[src/rtl/ghost_collision_ctrl_pkg.sv]
// Shared definitions for the ghost collision controller: state encoding,
// tile geometry and coordinate widths derived from the screen size.
package ghost_collision_ctrl_pkg;

    typedef enum logic [1:0] {
        ST_PLAY    = 2'd0,
        ST_HIT     = 2'd1,
        ST_RESPAWN = 2'd2,
        ST_OVER    = 2'd3
    } state_e;

    localparam int TILE_SIZE  = 20;
    localparam int NUM_GHOSTS = 4;
    localparam int SCREEN_W   = 640;
    localparam int SCREEN_H   = 480;
    localparam int X_W        = $clog2(SCREEN_W);
    localparam int Y_W        = $clog2(SCREEN_H);
    localparam int LIVES_W    = 3;
    localparam int CNT_W      = 8;

endpackage

[src/rtl/tile_contact_detect.sv]
// Combinational contact test for one ghost: same tile now, or the player and
// ghost exchanged tiles across the last tick (head-on pass-through).
module tile_contact_detect #(
    parameter int X_W = ghost_collision_ctrl_pkg::X_W,
    parameter int Y_W = ghost_collision_ctrl_pkg::Y_W
) (
    input  logic [X_W-1:0] px_i,
    input  logic [Y_W-1:0] py_i,
    input  logic [X_W-1:0] gx_i,
    input  logic [Y_W-1:0] gy_i,
    input  logic [X_W-1:0] prev_px_i,
    input  logic [Y_W-1:0] prev_py_i,
    input  logic [X_W-1:0] prev_gx_i,
    input  logic [Y_W-1:0] prev_gy_i,
    input  logic           prev_valid_i,
    output logic           contact_o
);

    logic same_tile;
    logic swapped;

    assign same_tile = (gx_i == px_i) && (gy_i == py_i);
    assign swapped   = prev_valid_i
                     && (gx_i == prev_px_i) && (gy_i == prev_py_i)
                     && (prev_gx_i == px_i) && (prev_gy_i == py_i);
    assign contact_o = same_tile | swapped;

endmodule

[src/rtl/ghost_collision_ctrl.sv]
// Life/round controller: detects player-ghost contact on movement ticks and
// sequences PLAY/HIT/RESPAWN/OVER. Frightened mode is built with GHOST_FRIGHT_EN.
module ghost_collision_ctrl #(
    parameter int NUM_GHOSTS   = ghost_collision_ctrl_pkg::NUM_GHOSTS,
    parameter int X_W          = ghost_collision_ctrl_pkg::X_W,
    parameter int Y_W          = ghost_collision_ctrl_pkg::Y_W,
    parameter int LIVES        = 3,
    parameter int FREEZE_TICKS = 8,
    parameter int FRIGHT_TICKS = 32
) (
    input  logic                      clk,
    input  logic                      reset,
    input  logic                      tick,
    input  logic                      restart,
    input  logic [X_W-1:0]            player_x,
    input  logic [Y_W-1:0]            player_y,
    input  logic [NUM_GHOSTS*X_W-1:0] ghost_x,
    input  logic [NUM_GHOSTS*Y_W-1:0] ghost_y,
    input  logic                      power,
    output logic                      freeze,
    output logic                      respawn,
    output logic                      game_over,
    output logic [2:0]                lives,
    output logic [NUM_GHOSTS-1:0]     hit_mask,
    output logic                      fright_active,
    output logic [NUM_GHOSTS-1:0]     ghost_eaten
);
    import ghost_collision_ctrl_pkg::*;

    localparam logic [LIVES_W-1:0] LIVES_INIT  = LIVES_W'(LIVES);
    localparam logic [CNT_W-1:0]   FREEZE_LAST = CNT_W'(FREEZE_TICKS - 1);
    localparam logic [CNT_W-1:0]   FRIGHT_LOAD = CNT_W'(FRIGHT_TICKS);

    state_e                    state_q, state_d;
    logic [LIVES_W-1:0]        lives_q, lives_d;
    logic [NUM_GHOSTS-1:0]     hit_mask_q, hit_mask_d;
    logic [CNT_W-1:0]          tick_cnt_q, tick_cnt_d;
    logic                      prev_valid_q, prev_valid_d;
    logic [X_W-1:0]            prev_px_q, prev_px_d;
    logic [Y_W-1:0]            prev_py_q, prev_py_d;
    logic [NUM_GHOSTS*X_W-1:0] prev_gx_q, prev_gx_d;
    logic [NUM_GHOSTS*Y_W-1:0] prev_gy_q, prev_gy_d;
    logic [NUM_GHOSTS-1:0]     contact;
    logic                      eval;
    logic                      fright_now;

    assign eval = tick && (state_q == ST_PLAY);

    generate
        for (genvar gi = 0; gi < NUM_GHOSTS; gi++) begin : g_det
            tile_contact_detect #(
                .X_W (X_W),
                .Y_W (Y_W)
            ) u_det (
                .px_i         (player_x),
                .py_i         (player_y),
                .gx_i         (ghost_x[gi*X_W +: X_W]),
                .gy_i         (ghost_y[gi*Y_W +: Y_W]),
                .prev_px_i    (prev_px_q),
                .prev_py_i    (prev_py_q),
                .prev_gx_i    (prev_gx_q[gi*X_W +: X_W]),
                .prev_gy_i    (prev_gy_q[gi*Y_W +: Y_W]),
                .prev_valid_i (prev_valid_q),
                .contact_o    (contact[gi])
            );
        end
    endgenerate

    always_comb begin
        state_d      = state_q;
        lives_d      = lives_q;
        hit_mask_d   = hit_mask_q;
        tick_cnt_d   = tick_cnt_q;
        prev_valid_d = prev_valid_q;
        prev_px_d    = prev_px_q;
        prev_py_d    = prev_py_q;
        prev_gx_d    = prev_gx_q;
        prev_gy_d    = prev_gy_q;

        // History captures the pre-tick inputs; contact above already used the old copy.
        if (eval) begin
            prev_valid_d = 1'b1;
            prev_px_d    = player_x;
            prev_py_d    = player_y;
            prev_gx_d    = ghost_x;
            prev_gy_d    = ghost_y;
        end

        case (state_q)
            ST_PLAY: begin
                if (eval && (|contact) && !fright_now) begin
                    state_d    = ST_HIT;
                    lives_d    = (lives_q == '0) ? '0 : lives_q - 1'b1;
                    hit_mask_d = contact;
                    tick_cnt_d = '0;
                end
            end
            ST_HIT: begin
                if (lives_q == '0) begin
                    state_d = ST_OVER;
                end else if (tick) begin
                    if (tick_cnt_q == FREEZE_LAST) begin
                        state_d = ST_RESPAWN;
                    end else begin
                        tick_cnt_d = tick_cnt_q + 1'b1;
                    end
                end
            end
            ST_RESPAWN: begin
                state_d      = ST_PLAY;
                prev_valid_d = 1'b0;
                tick_cnt_d   = '0;
            end
            ST_OVER: begin
                if (restart) begin
                    state_d    = ST_RESPAWN;
                    lives_d    = LIVES_INIT;
                    hit_mask_d = '0;
                end
            end
            default: state_d = ST_PLAY;
        endcase
    end

    always_ff @(posedge clk) begin
        if (reset) begin
            state_q      <= ST_PLAY;
            lives_q      <= LIVES_INIT;
            hit_mask_q   <= '0;
            tick_cnt_q   <= '0;
            prev_valid_q <= 1'b0;
            prev_px_q    <= '0;
            prev_py_q    <= '0;
            prev_gx_q    <= '0;
            prev_gy_q    <= '0;
        end else begin
            state_q      <= state_d;
            lives_q      <= lives_d;
            hit_mask_q   <= hit_mask_d;
            tick_cnt_q   <= tick_cnt_d;
            prev_valid_q <= prev_valid_d;
            prev_px_q    <= prev_px_d;
            prev_py_q    <= prev_py_d;
            prev_gx_q    <= prev_gx_d;
            prev_gy_q    <= prev_gy_d;
        end
    end

`ifdef GHOST_FRIGHT_EN
    logic                  fright_active_q, fright_active_d;
    logic [CNT_W-1:0]      fright_cnt_q, fright_cnt_d;
    logic [NUM_GHOSTS-1:0] ghost_eaten_q, ghost_eaten_d;

    assign fright_now = fright_active_q;

    always_comb begin
        fright_active_d = fright_active_q;
        fright_cnt_d    = fright_cnt_q;
        ghost_eaten_d   = '0;
        if (state_q == ST_PLAY) begin
            if (power) begin
                fright_active_d = 1'b1;
                fright_cnt_d    = FRIGHT_LOAD;
            end else if (fright_active_q) begin
                // Counter sits at zero for one cycle before the mode drops.
                if (fright_cnt_q == '0) begin
                    fright_active_d = 1'b0;
                end else if (tick) begin
                    fright_cnt_d = fright_cnt_q - 1'b1;
                end
            end
            if (eval && fright_active_q) begin
                ghost_eaten_d = contact;
            end
        end else if ((state_q == ST_RESPAWN) || (state_q == ST_OVER)) begin
            fright_active_d = 1'b0;
            fright_cnt_d    = '0;
        end
    end

    always_ff @(posedge clk) begin
        if (reset) begin
            fright_active_q <= 1'b0;
            fright_cnt_q    <= '0;
            ghost_eaten_q   <= '0;
        end else begin
            fright_active_q <= fright_active_d;
            fright_cnt_q    <= fright_cnt_d;
            ghost_eaten_q   <= ghost_eaten_d;
        end
    end

    assign fright_active = fright_active_q;
    assign ghost_eaten   = ghost_eaten_q;
`else
    logic unused_fright;

    assign unused_fright = ^{power, FRIGHT_LOAD};
    assign fright_now    = 1'b0;
    assign fright_active = 1'b0;
    assign ghost_eaten   = '0;
`endif

    assign freeze    = (state_q != ST_PLAY);
    assign respawn   = (state_q == ST_RESPAWN);
    assign game_over = (state_q == ST_OVER);
    assign lives     = lives_q;
    assign hit_mask  = hit_mask_q;

endmodule
[config.mk]
export PLATFORM = sky130hd
export DESIGN_NAME = ghost_collision_ctrl
export DESIGN_NICKNAME = d
export VERILOG_FILES = /design/src/rtl/ghost_collision_ctrl_pkg.sv /design/src/rtl/tile_contact_detect.sv /design/src/rtl/ghost_collision_ctrl.sv
export SDC_FILE = /design/constraint.sdc
export NUM_CORES = 1
export LEC_CHECK = 0
export BUFFER_PORTS_ARGS = -buffer_cell sky130_fd_sc_hd__buf_2
export CAP_MARGIN = 20
export CORE_ASPECT_RATIO = 1.2
export CORE_UTILIZATION = 35
export DETAILED_ROUTE_END_ITERATION = 8
export PLACE_DENSITY_LB_ADDON = 0.2
export SYNTH_ARGS = -nofsm -noshare
export SYNTH_HDL_FRONTEND = slang
export SYNTH_HIERARCHICAL = 1
export SYNTH_SLANG_ARGS = --single-unit
[constraint.sdc]
create_clock -name clk -period 6.56 [get_ports clk]
set_clock_uncertainty 0.2 [all_clocks]
set_input_delay 0.984 -clock clk [delete_from_list [all_inputs] [get_ports clk]]
set_output_delay 0.984 -clock clk [all_outputs]
set_load 0.1 [all_outputs]
Yosys cells after proc, flatten, opt, wreduce, memory -nomap -nowiden
Cells that the tools add are included.
W data, S select, Z words.
{"block": "totals", "wordCells": 100, "register_bits": 113}
{"block": "op_classes", "n_addsub": 2, "n_reduce_logical": 32, "n_mux": 18, "n_eq_ne": 35, "bitwise": 4}
{"op": "$eq A10 B10 Y1", "count": 12}
{"op": "$eq A9 B9 Y1", "count": 12}
{"op": "$mux W8", "count": 4}
{"op": "$pmux W8 S3", "count": 1}
{"op": "$logic_and A1 B1 Y1", "count": 22}
{"op": "$mux W2", "count": 5}
{"op": "$mux W3", "count": 3}
{"op": "$add A8 B1 Y8 const B", "count": 1}
{"op": "$eq A8 B3 Y1 const B", "count": 1}
{"op": "$mux W4", "count": 2}
{"op": "$ne A2 B2 Y1 const B", "count": 4}
{"op": "$pmux W2 S4", "count": 1}
{"op": "$pmux W4 S2", "count": 1}
{"op": "$ne A3 B3 Y1 const B", "count": 2}
{"op": "$pmux W3 S2", "count": 1}
{"op": "$reduce_and A5 Y1", "count": 1}
{"op": "$eq A2 B2 Y1 const B", "count": 2}
{"op": "$or A1 B1 Y1", "count": 4}
{"op": "$reduce_and A4 Y1", "count": 1}
{"op": "$reduce_bool A2 Y1", "count": 2}
{"op": "$reduce_or A4 Y1", "count": 1}
{"op": "$logic_not A3 Y1", "count": 1}
{"op": "$reduce_and A3 Y1", "count": 1}
{"op": "$reduce_bool A3 Y1", "count": 1}
{"op": "5 further kinds", "count": 5}

Longest topological paths before layout
Gate-level depths: netlist of the first run.
{"block": "depth", "word_depth": 10, "ltp_mapped": 9, "ltp_nobuf": 9}

Hierarchy
Netlist of the first run, hierarchy kept.
{"mod": "ghost_collision_ctrl", "cells_per_inst": 518, "area_each_um2": 4166.5, "seq_area_each_um2": 2262.2, "n_inst": 1}
{"mod": "tile_contact_detect", "cells_per_inst": 79, "area_each_um2": 626.9, "seq_area_each_um2": 0.0, "n_inst": 4}

Worst setup path before layout of the first run
OpenSTA, ideal clock, no wires.
{"block": "synth_path", "kind": "input-to-reg", "start": "in ghost_y[14]", "end": "reg lives_q[0], in the netlist lives[0]", "arrival_time_ns": 2.559, "cell_stages": 9, "setup_ns": 0.114, "slack_ns": 3.687, "path_buffers": 0, "path_cell_list": "xnor2_1 -> nand4_1 -> nor4_1 -> nand4_1 -> o31ai_1 -> or4_1 -> and2_1 -> a211o_1 -> a21o_1"}
{"block": "synth_via", "elab_chain_len": 9, "word_cells_on_any_way": 11, "cone_classes": "3 x eq/ne; 1 x bitwise; 7 x reduce/logical"}
{"element": "start, declared", "line": "ghost_collision_ctrl.sv:18", "source": "input logic [NUM_GHOSTS*Y_W-1:0] ghost_y,"}
{"element": "$eq A9 B9 Y1", "line": "tile_contact_detect.sv:24", "source": "&& (gx_i == prev_px_i) && (gy_i == prev_py_i)"}
{"element": "$logic_and A1 B1 Y1", "line": "tile_contact_detect.sv:24"}
{"element": "$logic_and A1 B1 Y1 (2 in series)", "line": "tile_contact_detect.sv:25", "source": "&& (prev_gx_i == px_i) && (prev_gy_i == py_i);"}
{"element": "$or A1 B1 Y1 (*)", "line": "tile_contact_detect.sv:26", "source": "assign contact_o = same_tile | swapped;"}
{"element": "named net contact[1]", "line": "ghost_collision_ctrl.sv:43", "source": "logic [NUM_GHOSTS-1:0] contact;"}
{"element": "$reduce_or A4 Y1 (*)", "line": "ghost_collision_ctrl.sv:91", "source": "if (eval && (|contact) && !fright_now) begin"}
{"element": "$logic_and A1 B1 Y1 (*)", "line": "ghost_collision_ctrl.sv:91"}
{"element": "$ne A2 B1 Y1 (no line) (*)"}
{"element": "$reduce_and A3 Y1 (no line) (*)"}
{"element": "end signal, assigned", "line": "ghost_collision_ctrl.sv:138", "source": "lives_q <= lives_d;"}
{"element": "end, declared", "line": "ghost_collision_ctrl.sv:35", "source": "logic [LIVES_W-1:0] lives_q, lives_d;"}
Mark *: on every way through the listed nets, which the timed path passes. The rest lies on a longest branch.
A chain may end at the register's enable or synchronous reset.

Worst setup path after layout of the first run
{"block": "layout_path", "start": "in player_y[4]", "end": "reg tick_cnt_q[5]"}
{"block": "layout_via", "elab_chain_len": 7, "word_cells_on_any_way": 24, "cone_classes": "9 x eq/ne; 4 x bitwise; 11 x reduce/logical"}
{"element": "start, declared", "line": "ghost_collision_ctrl.sv:16", "source": "input logic [Y_W-1:0] player_y,"}
{"element": "$eq A9 B9 Y1 (on tied branches)", "line": "tile_contact_detect.sv:22, tile_contact_detect.sv:25"}
{"element": "$logic_and A1 B1 Y1 (on tied branches)", "line": "tile_contact_detect.sv:22, tile_contact_detect.sv:25"}
{"element": "$or A1 B1 Y1 (*)", "line": "tile_contact_detect.sv:26"}
{"element": "named net contact[1]", "line": "ghost_collision_ctrl.sv:43"}
{"element": "$reduce_or A4 Y1 (*)", "line": "ghost_collision_ctrl.sv:91"}
{"element": "$logic_and A1 B1 Y1 (*)", "line": "ghost_collision_ctrl.sv:91"}
{"element": "$ne A2 B1 Y1 (no line) (*)"}
{"element": "$reduce_and A5 Y1 (no line) (*)"}
{"element": "end signal, assigned", "line": "ghost_collision_ctrl.sv:140", "source": "tick_cnt_q <= tick_cnt_d;"}
{"element": "end, declared", "line": "ghost_collision_ctrl.sv:37", "source": "logic [CNT_W-1:0] tick_cnt_q, tick_cnt_d;"}
Marks and branches as above.

==> run summary, run 1 <==
status: finished, final reports clean
drt wl/cell: 19.0 um
Setup crit end kind: register
WHS: 265 ps
Via Count: 6095
Cells after Synth: 834
CP required: 6650 ps
FMAX: 0.305 GHz
initial antenna violation count: 0
Rows: 54
post-DR vias/cell: 5.11
clk root buf: clkbuf_16
Mapped Area: 6670 um^2
dpl cells: 1161
routed wire length: 22600 um
Seq/Total Area, Yosys: 33.9%
Rel. slew slack: 25.5%
Die Ht: 153 um
vias in the first global route: 5866
Critical Path End: tick_cnt_q[5]
fin crit share: 50.0%
design area: 8040 um^2
final net count: 1029
EDFF count, synth: 0
final antenna diode count: 0
arrival time of the worst setup path: 3370 ps
HPWL Detailed: 15100 um
post-synthesis cell type count: 48
initial DRC count: 436
RSZ-0062 raised after global routing: false
I/O Buffers: 108
CP max FO: 9
share of layout cells above drive strength 1: 15.9%
CTS tree: yes
full die area: 19600 um^2
Avg Cell Area, Syn: 8.00 um^2
first-pass GRT wire length: 34500 um
initial core utilization: 36.2%
postcts setup bufs: 0
placed cell areas: 7390 um^2
critical path startpoint: player_y[4]
Finished Layout Cells: 1192
Synth Flop Type: dfxtp_1
DRC violations left: 0
largest net degree at the start of global routing: 99
endpoints failing setup: 0
Worst Reg-to-Reg Cells: 8
Startpoint Class: primary input
HP Class: reg -> reg
core area: 18400 um^2
RR Startpoint: prev_py_q[1]
# Max-Cap Violations: 0
gr usage total: 23.9%
Pwr per Cell Area: 261 nW/um^2
Final ANT Viol Nets: 0
pre-CTS setup slack: 2870 ps
Area growth syn-to-layout: 20.5%
TritonCTS Buffers: 17
hold-fix buffers at CTS: 0
synthesized flop and latch total: 113
Final Hold Viols: 0
r2r setup slk: 3480 ps
Die Width: 128 um
setup ws final: 3280 ps
# resized after CTS: 0
commonest non-fill, non-tap cell in the layout: nand2_1
Worst VDD drop: 0.000178 V
Clk Latency, worst-skew pair: 430 ps
Synth Warn #: 6
Slew Limit Fails: 0
overflow left after global routing: 0
setup TNS: 0 ps
FFs w/ async S/R, synth: 0%
H-tree depth: 4
I/O pin total: 115
Clock Path Buffers: 2
worst slew pin tran: 1120 ps
fin crit period: 3280 ps
Pleak: 0.00329 uW
Sink Count: 113
reg2reg end: tick_cnt_q[5]
GP Congestion: 0.818
drt pass-1 iters: 5
most frequent cells in the layout: 196 x nand2_1, 144 x xor2_1, 113 x dfxtp_1
Worst-path clk slew: 50 ps
Setup CP Type: in -> reg
==> worst min path at each step <==
stage | depth (start not counted) | slack (ps) | from | endpoint
2_1_floorplan | 1 | 240 | tick_cnt_q[7] | tick_cnt_q[7]
3_3_place_gp | 2 | 250 | prev_gx_q[18] | prev_gx_q[18]
3_5_place_dp | 1 | 260 | hit_mask[2] | hit_mask[2]
4_1_cts | 2 | 270 | prev_gy_q[23] | prev_gy_q[23]
5_1_grt | 2 | 280 | prev_gx_q[32] | prev_gx_q[32]
6_report | 2 | 270 | prev_gx_q[33] | prev_gx_q[33]
==> metrics by stage <==
step	util, %	power (uW)
after floorplan	-	942
after detailed placement	40.1	1070
after global placement	40.1	1070
final	43.6	2100
after CTS	43.6	2110
after global routing	43.6	2180
==> logic make-up (layout without fill, tap and decap cells) <==
| group | after synthesis | in the layout | synth area share [%] |
|---|---|---|---|
| AND/OR/NAND/NOR | 306 | 306 | 21.3 |
| adder cells (fa/ha/maj) | 1 | 1 | 0.187 |
| buffers and inverters | 50 | 152 | 3.37 |
| other | 1 | 5 | 0.0562 |
| flip-flops | 113 | 113 | 33.9 |
| multiplexers | 1 | 1 | 0.150 |
| XOR/XNOR | 220 | 220 | 28.9 |
| AO/OA/AOI/OAI | 142 | 142 | 12.1 |
==> where the power goes <==
group          leakage [uW]  switching, uW  internal [uW]
sequential         0.000929           39.6            720
clock              0.000312            335            701
combinational       0.00205            184            118
==> area by class of cell <==
cell class	instances	area (um^2)
Clock buffer	22	474
Multi-Input combinational cell	675	4210
Inverter	10	37.5
Timing Repair Buffer	111	566
Tap cell	252	315
Clock inverter	9	179
Fill cell	1919	10400
Sequential cell	113	2260
==> state kept, by name, summed over array words and instances, names as in the netlist <==
register / cells
prev_valid_q: 1
state_q: 2
prev_py_q: 9
prev_px_q: 10
hit_mask: 4
tick_cnt_q: 8
prev_gy_q: 36
lives: 3
prev_gx_q: 40
==> worst max-delay path: stages <==
cell and delay (ps):
buf_2 360, xor2_1 130, nor4_1 320, nand4_1 170, o31ai_1 620, or4_1 300, nand3b_1 140, o211ai_2 200
a31oi_1 140
==> Yosys cell counts (2+ instances only) <==
master / n / area, um^2
nor3_1: 5 / 25.0
dfxtp_1: 113 / 2260
nor4_1: 32 / 200
o211ai_1: 2 / 15.0
buf_1: 2 / 7.51
nor2_1: 13 / 48.8
inv_1: 10 / 37.5
nand2_1: 196 / 736
o22ai_1: 4 / 25.0
xnor2_1: 76 / 666
buf_2: 9 / 45.0
nand4_1: 33 / 206
clkbuf_1: 23 / 86.3
and2_1: 3 / 18.8
or3_1: 3 / 18.8
and3_1: 2 / 12.5
nand3_1: 4 / 20.0
a2111oi_1: 4 / 40.0
o31ai_1: 4 / 30.0
nand2b_1: 5 / 31.3
o21ai_0: 3 / 15.0
a31oi_1: 10 / 62.6
buf_4: 5 / 37.5
xor2_1: 144 / 1260
a21oi_1: 103 / 515
a22o_1: 4 / 35.0
==> per-layer routing <==
metal / GRT usage, % / vias to the layer above / share of wire (%)
met4: 10.5 / 0 / 3.4
met2: 39.8 / 192 / 49
li1: - / 3004 / -
met1: 30.5 / 2855 / 43
met5: 0 / - / 0
met3: 3.61 / 44 / 4.4
(Power assumes the default switching activity.)
==> inputs of run 2 (changes only) <==
clock period = 3.28 ns   (was 6.56 ns; I/O delays follow)
==> run summary, run 2 (synthesis gave the netlist of run 1 again) <==
commonest non-fill, non-tap cell in the layout: nand2_1
full die area: 19600 um^2
GP Congestion: 0.821
Area growth syn-to-layout: 22.4%
fillers: 1907
Rows: 54
vias in the first global route: 5999
routed wire length: 22800 um
gr usage total: 23.9%
CP max FO: 9
I/O Buffers: 108
Worst-path clk slew: 50 ps
P_int: 2980 uW
drt wl/cell: 18.8 um
max FFs per register: 40
arrival time of the worst setup path: 2980 ps
FMAX: 0.346 GHz
Via Count: 6258
Die Width: 128 um
drt pass-1 iters: 5
Clk pwr share: 47.9%
Slew Limit Fails: 0
worst slew pin tran: 993 ps
Startpoint Class: register
RSZ-0062 raised after global routing: false
initial DRC count: 519
Setup crit end kind: register
clk root buf: clkbuf_16
first-pass GRT wire length: 34800 um
TritonCTS Buffers: 17
share of layout cells above drive strength 1: 17.6%
Final ANT Viol Nets: 0
status: finished, final reports clean
initial antenna violation count: 0
Reg power frac: 37.0%
most frequent cells in the layout: 196 x nand2_1, 144 x xor2_1, 113 x dfxtp_1
Setup CP Type: reg -> reg
# resized after CTS: 0
combinational power share: 15.2%
endpoints failing setup: 0
top flop regs: prev_gx_q: 40 flops, prev_gy_q: 36 flops, prev_px_q: 10 flops
Pleak: 0.00338 uW
Worst VDD drop: 0.000398 V
Top reg by flops: prev_gx_q
I/O pin total: 115
final antenna diode count: 0
fin crit period: 2890 ps
largest net degree at the start of global routing: 88
Rel. slew slack: 33.8%
Sw Pwr: 1130 uW
Sink Count: 113
Pwr per Cell Area: 503 nW/um^2
H-tree depth: 4
initial core utilization: 36.2%
postcts setup bufs: 0
core area: 18400 um^2
final net count: 1046
fin crit share: 88.1%
HP Class: in -> reg
Clk Latency, worst-skew pair: 420 ps
overflow left after global routing: 0
hold-fix buffers at CTS: 0
DRC violations left: 0
Power Total: 4110 uW
setup TNS: 0 ps
Final Hold Viols: 0
post-DR vias/cell: 5.17
# Max-Cap Violations: 0
Clock Path Buffers: 2
Switching Fraction: 27.5%
HPWL Detailed: 15800 um
CTS tree: yes
Die Ht: 153 um
CP required: 3370 ps
## run 2: changes by cell type in the layout (fill, tap and decap cells not counted), moves of 2 or more
cell,previous run,this run
buf_4,4,19
clkinv_2,1,5
buf_12,0,2
bufinv_16,5,3
clkbuf_1,2,0
clkbuf_8,3,5
## run 2: power by group through the flow
stage,Clock [uW],Combinational [uW],Sequential [uW]
after CTS,1990,622,1520
after global placement,0,615,1540
after detailed placement,0,618,1550
after floorplan,0,369,1510
after global routing,2050,679,1520
final,1960,622,1520
## run 2: per-layer routing
layer | GRT usage, % | routed length (um) | vias up
met2 | 39.6 | 10900 | 208
met1 | 30.5 | 9900 | 2975
met4 | 10.6 | 818 | 0
met5 | 0 | 0 | -
li1 | - | - | 3037
met3 | 3.33 | 1220 | 38
## run 2: path summary, 6_finish.rpt
| path | cells after the start | endpoint | slack [ps] | from |
|---|---|---|---|---|
| max | 9 | tick_cnt_q[5] | 390 | prev_py_q[1] |
| min | 3 | prev_gy_q[8] | 150 | ghost_y[8] |
| max reg2reg | 9 | tick_cnt_q[5] | 390 | prev_py_q[1] |
| min reg2reg | 2 | prev_gx_q[4] | 260 | prev_gx_q[4] |
## run 2: cell type report
| cell class | instances | area, um^2 | area share (%) |
|---|---|---|---|
| Clock inverter | 10 | 130 | 1.59 |
| Sequential cell | 113 | 2260 | 27.7 |
| Tap cell | 252 | 315 | 3.86 |
| Clock buffer | 22 | 494 | 6.05 |
| Timing Repair Buffer | 128 | 718 | 8.79 |
| Inverter | 10 | 37.5 | 0.460 |
| Multi-Input combinational cell | 675 | 4210 | 51.5 |
## run 2: through the flow
stage / cell area (um^2) / setup slack, ps / cells / hold WS, ps / utilization [%]
after CTS: 8170 / 448 / 1210 / 134 / 44.3
after global routing: 8170 / 263 / 1210 / 143 / 44.3
after detailed placement: 7540 / 213 / 1178 / 259 / 40.9
after floorplan: 6690 / 869 / 838 / 239 / -
final: 8170 / 391 / 1210 / 146 / 44.3
after global placement: 7540 / 234 / 1178 / 254 / 40.9
## run 2: worst max-delay path: stages, from the launching register on
cell and delay [ps]:
dfxtp_1 620, o22ai_1 160, a2111oi_1 390, nand4_1 130
o31ai_1 410, buf_4 200, or4_1 170, nand3b_1 140
o211ai_2 190, a31oi_1 140
==> inputs of run 3 (changes only) <==
RECOVER_POWER = 50   (was not set)
==> run summary, run 3 (synthesis gave the netlist of run 1 again) <==
drt wl/cell: 18.9 um
# resized after CTS: 0
CP max FO: 9
Final ANT Viol Nets: 0
Setup crit end kind: register
Rows: 54
Final Hold Viols: 0
CP required: 3390 ps
Startpoint Class: register
top flop regs: prev_gx_q: 40 flops, prev_gy_q: 36 flops, prev_px_q: 10 flops
gr usage total: 23.9%
commonest non-fill, non-tap cell in the layout: nand2_1
postcts setup bufs: 0
max FFs per register: 40
pre-CTS setup slack: 213 ps
DRC violations left: 0
most frequent cells in the layout: 196 x nand2_1, 144 x xor2_1, 113 x dfxtp_1
Slew Limit Fails: 0
initial DRC count: 531
Die Width: 128 um
vias in the first global route: 5999
fin crit period: 2910 ps
GP Congestion: 0.821
HP Class: in -> reg
area of the multi-input gates: 4190 um^2
Area growth syn-to-layout: 21.7%
fin crit share: 88.7%
Pleak: 0.00334 uW
initial antenna violation count: 0
worst slew pin tran: 1490 ps
Via Count: 6221
first-pass GRT wire length: 34800 um
failing checks: capacitance limit
post-DR vias/cell: 5.14
FMAX: 0.344 GHz
Die Ht: 153 um
drt pass-1 iters: 5
final antenna diode count: 0
Clk Latency, worst-skew pair: 420 ps
RSZ-0062 raised after global routing: false
Pwr per Cell Area: 505 nW/um^2
Clock Path Buffers: 2
overflow left after global routing: 0
Worst-path clk slew: 50 ps
endpoints failing setup: 0
final net count: 1046
TritonCTS Buffers: 17
HPWL Detailed: 15800 um
H-tree depth: 4
setup ws final: 370 ps
clk root buf: clkbuf_16
Worst VDD drop: 0.000398 V
hold-fix buffers at CTS: 0
core area: 18400 um^2
fillers: 1920
Rel. slew slack: 0.527%
arrival time of the worst setup path: 3020 ps
WHS: 145 ps
share of layout cells above drive strength 1: 16.6%
Top reg by flops: prev_gx_q
I/O pin total: 115
full die area: 19600 um^2
routed wire length: 22800 um
CTS tree: yes
status: finished with violations
I/O Buffers: 108
Setup CP Type: reg -> reg
Sink Count: 113
initial core utilization: 36.2%
FF+latch area: 2260 um^2
setup TNS: 0 ps
largest net degree at the start of global routing: 88
# Max-Cap Violations: 1
run 3: through the flow:
step / area, um^2 / power, uW / std cells / util [%]
final: 8120 / 4100 / 1210 / 44.0
after global routing: 8120 / 4250 / 1210 / 44.0
after CTS: 8170 / 4130 / 1210 / 44.3
after detailed placement: 7540 / 2160 / 1178 / 40.9
after global placement: 7540 / 2160 / 1178 / 40.9
after floorplan: 6690 / 1880 / 838 / -
run 3: routing by layer:
metal / wire length, um / up-vias / GRT usage [%]
li1: - / 3036 / -
met3: 1020 / 39 / 3.33
met4: 853 / 0 / 10.6
met1: 10100 / 2946 / 30.5
met2: 10800 / 200 / 39.6
met5: 0 / - / 0
run 3: worst max-delay path, stage by stage (launching register included):
cell	delay, ps
dfxtp_1	600
o22ai_1	150
a2111oi_1	390
nand4_1	130
o31ai_1	430
buf_4	200
or4_1	170
nand2_1	80
and2_1	250
a22o_1	180
run 3: cell type report:
| class | count | share of cell area, % |
|---|---|---|
| multi-input combinational | 675 | 51.6 |
| sequential | 113 | 27.8 |
| inverter | 10 | 0.462 |
| timing repair buffer | 128 | 8.50 |
| clock buffer | 22 | 6.08 |
| tap | 252 | 3.88 |
| clock inverter | 10 | 1.60 |
run 3: final timing paths:
check | endpoint | slack [ps] | startpoint | depth (start not counted)
max reg2reg | hit_mask[2] | 370 | prev_py_q[1] | 9
max | hit_mask[2] | 370 | prev_py_q[1] | 9
min | prev_gy_q[8] | 150 | ghost_y[8] | 3
min reg2reg | prev_gx_q[4] | 260 | prev_gx_q[4] | 2
run 3: power by group:
part	total, uW	internal (uW)	switching [uW]
clock	1960	1290	677
combinational	620	248	372
sequential	1520	1440	80.2
